## src/rtl/lsu_bus_if.sv

```systemverilog
// Data-memory bus between the load/store bridge and memory.
// Registered req/ack handshake with byte enables.
interface lsu_bus_if;
    logic        bus_req;
    logic        bus_we;
    logic [31:0] bus_addr;
    logic [3:0]  bus_be;
    logic [31:0] bus_wdata;
    logic        bus_ack;
    logic [31:0] bus_rdata;

    modport master (
        output bus_req, bus_we, bus_addr, bus_be, bus_wdata,
        input  bus_ack, bus_rdata
    );

    modport slave (
        input  bus_req, bus_we, bus_addr, bus_be, bus_wdata,
        output bus_ack, bus_rdata
    );
endinterface

```

## src/rtl/lsu_bus_bridge.sv

```systemverilog
// Load/store bridge: datapath memory request -> req/ack bus.
// Stalls the core until done, returns lane-aligned read word.
module lsu_bus_bridge #(
    parameter int TIMEOUT = 255
) (
    input  logic        clk,
    input  logic        reset,
    input  logic        MemRead,
    input  logic        MemWrite,
    input  logic [2:0]  Funct3,
    input  logic [31:0] Addr,
    input  logic [31:0] WriteData,
    output logic [31:0] ReadData,
    output logic        Stall,
    output logic        MisalignErr,
    output logic        BusErr,
    lsu_bus_if.master   bus
);
    typedef enum logic [1:0] {IDLE, BUSY, DONE} state_t;

    localparam logic [7:0] LAST = 8'(TIMEOUT - 1);

    state_t      state_q, state_d;
    logic        req_q, we_q, err_q;
    logic [31:0] addr_q, wdata_q, rdata_q;
    logic [3:0]  be_q;
    logic [1:0]  off_q;
    logic [7:0]  cnt_q;

    logic [1:0]  off;
    logic        is_byte, is_half, mis, mem, acc;
    logic [3:0]  be_d;
    logic [31:0] wdata_d;
    logic        unused_f3;

    assign unused_f3 = Funct3[2];

    // Size decode, misalignment, lane enables and replicated store data
    always_comb begin
        off     = Addr[1:0];
        is_byte = (Funct3[1:0] == 2'b00);
        is_half = (Funct3[1:0] == 2'b01);
        mis     = 1'b0;
        be_d    = 4'b1111;
        wdata_d = WriteData;
        if (is_byte) begin
            be_d    = 4'b0001 << off;
            wdata_d = {4{WriteData[7:0]}};
        end else if (is_half) begin
            mis     = Addr[0];
            be_d    = 4'b0011 << off;
            wdata_d = {2{WriteData[15:0]}};
        end else begin
            mis     = (off != 2'b00);
        end
        mem = MemRead | MemWrite;
        acc = mem & ~mis & reset;
    end

    // State register
    always_ff @(posedge clk or negedge reset) begin
        if (!reset) state_q <= IDLE;
        else        state_q <= state_d;
    end

    // Next state, stall and misalign flag
    always_comb begin
        state_d     = state_q;
        Stall       = 1'b0;
        MisalignErr = 1'b0;
        unique case (state_q)
            IDLE: begin
                if (acc) begin
                    Stall   = 1'b1;
                    state_d = BUSY;
                end else if (mem && mis) begin
                    MisalignErr = 1'b1;
                end
            end
            BUSY: begin
                Stall = 1'b1;
                if (bus.bus_ack || cnt_q == LAST)
                    state_d = DONE;
            end
            DONE:    state_d = IDLE;
            default: state_d = IDLE;
        endcase
    end

    // Request capture, bus request, timeout count and read-data latch
    always_ff @(posedge clk or negedge reset) begin
        if (!reset) begin
            req_q   <= 1'b0;
            we_q    <= 1'b0;
            err_q   <= 1'b0;
            addr_q  <= '0;
            wdata_q <= '0;
            rdata_q <= '0;
            be_q    <= '0;
            off_q   <= '0;
            cnt_q   <= '0;
        end else begin
            err_q <= 1'b0;
            unique case (state_q)
                IDLE: begin
                    if (acc) begin
                        req_q   <= 1'b1;
                        we_q    <= MemWrite;
                        addr_q  <= {Addr[31:2], 2'b00};
                        be_q    <= be_d;
                        wdata_q <= wdata_d;
                        off_q   <= off;
                        cnt_q   <= '0;
                    end
                end
                BUSY: begin
                    if (bus.bus_ack) begin
                        req_q <= 1'b0;
                        if (!we_q)
                            rdata_q <= bus.bus_rdata >> {off_q, 3'b000};
                    end else if (cnt_q == LAST) begin
                        req_q   <= 1'b0;
                        rdata_q <= '0;
                        err_q   <= 1'b1;
                    end else begin
                        cnt_q <= cnt_q + 8'd1;
                    end
                end
                default: req_q <= 1'b0;
            endcase
        end
    end

    assign bus.bus_req   = req_q;
    assign bus.bus_we    = we_q;
    assign bus.bus_addr  = addr_q;
    assign bus.bus_be    = be_q;
    assign bus.bus_wdata = wdata_q;
    assign ReadData      = rdata_q;
    assign BusErr        = err_q;
endmodule

```

## src/flat_wrapper.sv

```systemverilog
// flat-port wrapper written by rule: the top's interface ports become plain ports
module lsu_bus_bridge_flat 
#(
    parameter int TIMEOUT = 255
)
  (clk, reset, MemRead, MemWrite, Funct3, Addr, WriteData, ReadData, Stall, MisalignErr, BusErr, bus_bus_req, bus_bus_we, bus_bus_addr, bus_bus_be, bus_bus_wdata, bus_bus_ack, bus_bus_rdata);
  lsu_bus_if bus_i ();
  input  logic clk;
  input  logic reset;
  input  logic MemRead;
  input  logic MemWrite;
  input  logic [2:0] Funct3;
  input  logic [31:0] Addr;
  input  logic [31:0] WriteData;
  output logic [31:0] ReadData;
  output logic Stall;
  output logic MisalignErr;
  output logic BusErr;
  output wire logic [$bits(bus_i.bus_req)-1:0] bus_bus_req;
  output wire logic [$bits(bus_i.bus_we)-1:0] bus_bus_we;
  output wire logic [$bits(bus_i.bus_addr)-1:0] bus_bus_addr;
  output wire logic [$bits(bus_i.bus_be)-1:0] bus_bus_be;
  output wire logic [$bits(bus_i.bus_wdata)-1:0] bus_bus_wdata;
  input wire logic [$bits(bus_i.bus_ack)-1:0] bus_bus_ack;
  input wire logic [$bits(bus_i.bus_rdata)-1:0] bus_bus_rdata;
  assign bus_bus_req = bus_i.bus_req;
  assign bus_bus_we = bus_i.bus_we;
  assign bus_bus_addr = bus_i.bus_addr;
  assign bus_bus_be = bus_i.bus_be;
  assign bus_bus_wdata = bus_i.bus_wdata;
  assign bus_i.bus_ack = bus_bus_ack;
  assign bus_i.bus_rdata = bus_bus_rdata;
  lsu_bus_bridge #(.TIMEOUT(TIMEOUT)) u_core (.clk(clk), .reset(reset), .MemRead(MemRead), .MemWrite(MemWrite), .Funct3(Funct3), .Addr(Addr), .WriteData(WriteData), .ReadData(ReadData), .Stall(Stall), .MisalignErr(MisalignErr), .BusErr(BusErr), .bus(bus_i));
endmodule
```

## config.mk

```make
export PLATFORM = sky130hd
export DESIGN_NAME = lsu_bus_bridge_flat
export DESIGN_NICKNAME = d
export VERILOG_FILES = /design/src/rtl/lsu_bus_if.sv /design/src/rtl/lsu_bus_bridge.sv /design/src/flat_wrapper.sv
export SDC_FILE = /design/constraint.sdc
export NUM_CORES = 1
export LEC_CHECK = 0
export BUFFER_PORTS_ARGS = -buffer_cell sky130_fd_sc_hd__buf_2
export CAP_MARGIN = 20
export CORE_MARGIN = 3
export CORE_UTILIZATION = 49
export CTS_BUF_LIST = sky130_fd_sc_hd__clkbuf_16
export CTS_CLUSTER_SIZE = 10
export DETAILED_ROUTE_END_ITERATION = 8
export PLACE_DENSITY = 0.92
export SYNTH_ARGS = -nofsm -noshare
export SYNTH_HDL_FRONTEND = slang
export SYNTH_SLANG_ARGS = --single-unit
```

## constraint.sdc

```tcl
create_clock -name clk -period 1.85 [get_ports clk]
set_input_delay 0.2775 -clock clk [delete_from_list [all_inputs] [get_ports clk]]
set_output_delay 0.2775 -clock clk [all_outputs]
set_load 0.1 [all_outputs]
```

==> impl_metrics.py <==
metrics = {
    "outcome": {
        "outcome": "finished, violations left",
        "violated_checks": "negative hold slack",
    },
    "floorplan": {
        "horizontal_die_dimension_um": 110,
        "design.die.area_sq_mm": 0.0121,
        "io_pins": 209,
        "floorplan.core_area_sq_mm": 0.0104,
        "floorplan.initialDensity_pct": 51.0,
        "placementRows": 37,
        "fp.dieH_um": 110,
    },
    "logic_synthesis": {
        "postSynthRegisterBits": 113,
        "proportion_of_synthesized_chip_area_in_sequential_cells_pct": 53.2,
        "syn-mean-instance-area_sq_um": 12.8,
        "postSynth.asyncResetShare_pct": 100,
        "yosys_most_used_dff": "sky130_fd_sc_hd__dfrtp_1",
        "netlist-cell-type-count": 47,
        "yosysWarnings": 0,
        "synth_edf_count": 0,
        "syn-cell-area_sq_mm": 0.00531,
        "syn_inst": 414,
    },
    "layout": {
        "area_growth_syn_to_layout_pct": 34.8,
        "post-route-cell-area_sq_mm": 0.00716,
        "final_common_cell": "sky130_fd_sc_hd__buf_2",
        "antenna_cells": 0,
        "fraction_of_layout_instances_using_a_drive_strength_above_1_pct": 54.0,
        "design.final.nets": 742,
        "mostFrequentLayoutCells": "202 x sky130_fd_sc_hd__buf_2, 112 x sky130_fd_sc_hd__dfrtp_1, 84 x sky130_fd_sc_hd__mux2_2",
    },
    "clock_tree": {
        "clockBufferDepth": 2,
        "clock_tree.htree_level_count": 4,
        "cts-buffers-inserted": 17,
        "clk_pin_slew_worst_paths_ns": 0.05,
        "clkSinkCount": 113,
        "tritoncts": "yes",
        "cts_hold_buf": 0,
        "clock_latency_ns": 0.40,
        "clockRootBuffer": "sky130_fd_sc_hd__clkbuf_16",
    },
    "global_routing": {
        "via_count_of_the_first_global_routing_pass": 4338,
        "wire_length_of_the_first_global_routing_pass_mm": 20.8,
        "grt_usage_pct": 21.9,
        "grt_start_max_net_pins": 114,
        "global_route.overflow_total": 0,
        "grt_antenna_before_repair": 1,
    },
    "drt": {
        "drt_drc_violations_left": 0,
        "drt_wl_total_mm": 13.4,
        "post_drt_via_cell_ratio": 5.46,
        "dr_total_vias": 4258,
        "drtIter0Drc": 291,
        "route.detailed.wl_per_inst_um": 17.2,
        "remaining_antenna_violation_count_after_routing": 0,
        "detailedRoute.firstPassIterationCount": 4,
    },
    "placement": {
        "total_placed_instance_area_sq_mm": 0.00657,
        "post-place-ws_ns": 0.0306,
        "detailedPlacementHpwl_mm": 9.70,
        "gp_routability_congestion": 0.882,
        "count_of_input_and_output_buffers": 205,
    },
    "sta": {
        "worst_hold_slack_ns": -0.0464,
        "final-setup-viol-count": 0,
        "timing.setup.tns_ns": 0,
        "max_freq_mhz": 565,
        "final_critical_path_setup_slack_ns": 0.0814,
        "ratio_of_final_minimum_period_to_clock_period_pct": 95.6,
        "tightest_slew_ns": 0.624,
        "hold_viol_final": 37,
        "clock-skew-final_ns": 0.00548,
        "period_minus_slack_ns": 1.77,
        "rsz0062_at_grt": "true",
        "max_slew_margin_pct": 58.4,
        "timing_max_transition_violations_final": 0,
    },
    "critical_path": {
        "worstPathRequired_ns": 1.57,
        "reg2reg_path_depth": 5,
        "cp.arrival_ns": 1.49,
        "crit_fanout": 5,
        "critical_path_startpoint_category": "register",
        "worst_setup_path_end_kind": "output port",
        "criticalPathCategory": "reg -> out",
    },
    "job": {
        "max_capacitance_violation_total": 0,
    },
    "worst_hold_path": {
        "worst_hold_path_type": "in -> async",
    },
}
[sequential cells by signal, indices dropped and copies added (netlist names)]
register / count
u_core.ReadData: 32
u_core.bus.bus_wdata: 32
u_core.bus.bus_addr: 30
u_core.cnt_q: 8
u_core.bus.bus_be: 4
u_core.off_q: 2
u_core.state_q: 2
u_core.BusErr: 1
u_core.bus.bus_req: 1
u_core.bus.bus_we: 1
[metrics by stage]
| step | cells | utilization (%) |
|---|---|---|
| floorplan | 415 | - |
| global placement | 748 | 63.1 |
| detailed placement | 748 | 63.1 |
| CTS | 780 | 68.6 |
| global route | 780 | 68.8 |
| finish | 780 | 68.8 |
[worst max-delay path, stage by stage (launching register included)]
cell	delay [ns]
sky130_fd_sc_hd__dfrtp_1	0.38
sky130_fd_sc_hd__buf_4	0.15
sky130_fd_sc_hd__or2b_1	0.26
sky130_fd_sc_hd__o21ai_2	0.10
sky130_fd_sc_hd__buf_12	0.20
[metal layers]
metal  wire length, um  GRT usage, %  part of all wire [%]
met3              1180          6.70                   8.8
met2              6750          37.0                    50
met5                 7             0                 0.052
met1              5240          26.2                    39
met4               263          8.44                   2.0
[synth_stat cells, types with 2 or more instances]
| cell | instances | area, sq um |
|---|---|---|
| sky130_fd_sc_hd__o22ai_1 | 2 | 12.5 |
| sky130_fd_sc_hd__o211a_1 | 2 | 20.0 |
| sky130_fd_sc_hd__clkbuf_1 | 10 | 37.5 |
| sky130_fd_sc_hd__inv_1 | 6 | 22.5 |
| sky130_fd_sc_hd__a21oi_1 | 4 | 20.0 |
| sky130_fd_sc_hd__nor3_1 | 3 | 15.0 |
| sky130_fd_sc_hd__buf_4 | 5 | 37.5 |
| sky130_fd_sc_hd__and4bb_2 | 2 | 25.0 |
| sky130_fd_sc_hd__ha_1 | 6 | 75.1 |
| sky130_fd_sc_hd__nor2b_1 | 12 | 75.1 |
| sky130_fd_sc_hd__nand3_1 | 2 | 10.0 |
| sky130_fd_sc_hd__a32o_1 | 8 | 80.1 |
| sky130_fd_sc_hd__nand2b_1 | 3 | 18.8 |
| sky130_fd_sc_hd__mux2i_1 | 25 | 250 |
| sky130_fd_sc_hd__a22o_1 | 16 | 140 |
| sky130_fd_sc_hd__mux2_2 | 84 | 946 |
| sky130_fd_sc_hd__nand2_1 | 28 | 105 |
| sky130_fd_sc_hd__dfrtp_1 | 113 | 2830 |
| sky130_fd_sc_hd__xor2_1 | 2 | 17.5 |
| sky130_fd_sc_hd__buf_2 | 5 | 25.0 |
| sky130_fd_sc_hd__buf_6 | 7 | 78.8 |
| sky130_fd_sc_hd__o21ai_0 | 23 | 115 |
| sky130_fd_sc_hd__a211o_1 | 9 | 78.8 |
| sky130_fd_sc_hd__o2bb2ai_1 | 8 | 70.1 |
| sky130_fd_sc_hd__or3_1 | 2 | 12.5 |
| sky130_fd_sc_hd__nor2_1 | 6 | 22.5 |
[cell families after synthesis]
family          synth area share, %
compound gates                 11.5
xor+xnor                      0.330
fa+ha+maj                      1.41
buf+inv                        3.79
flops                          53.2
mux                            22.9
other cells                  0.0706
simple gates                   6.69
[layout make-up]
class	instances	area [sq um]
Fill cell	751	3250
Clock inverter	14	150
Tap cell	136	170
Timing Repair Buffer	225	1260
Multi-Input combinational cell	269	2300
Inverter	6	22.5
Clock buffer	17	425
Sequential cell	113	2830
[worst paths after layout]
path                                     endpoint                start  slack, ns
max                                         Stall    u_core.state_q[1]       0.08
min                           u_core.ReadData[10]                reset      -0.05
max reg2reg                       u_core.cnt_q[7]    u_core.state_q[1]       0.09
min reg2reg                   u_core.ReadData[17]  u_core.ReadData[17]       0.49
max in group asynchronous       u_core.bus.bus_we                reset       1.36
min in group clk           u_core.bus.bus_addr[8]              Addr[8]       0.11
[timing repair]
item | CTS | global route
gates resized for setup | 0 | 3
setup buffers | 1 | 0
pin swaps | 1 | 0
setup endpoints to repair | 1 | 18
Power is left out: the tool's default activity adds up to more than one toggle a clock period on the data nets, which glitch-free logic cannot reach.
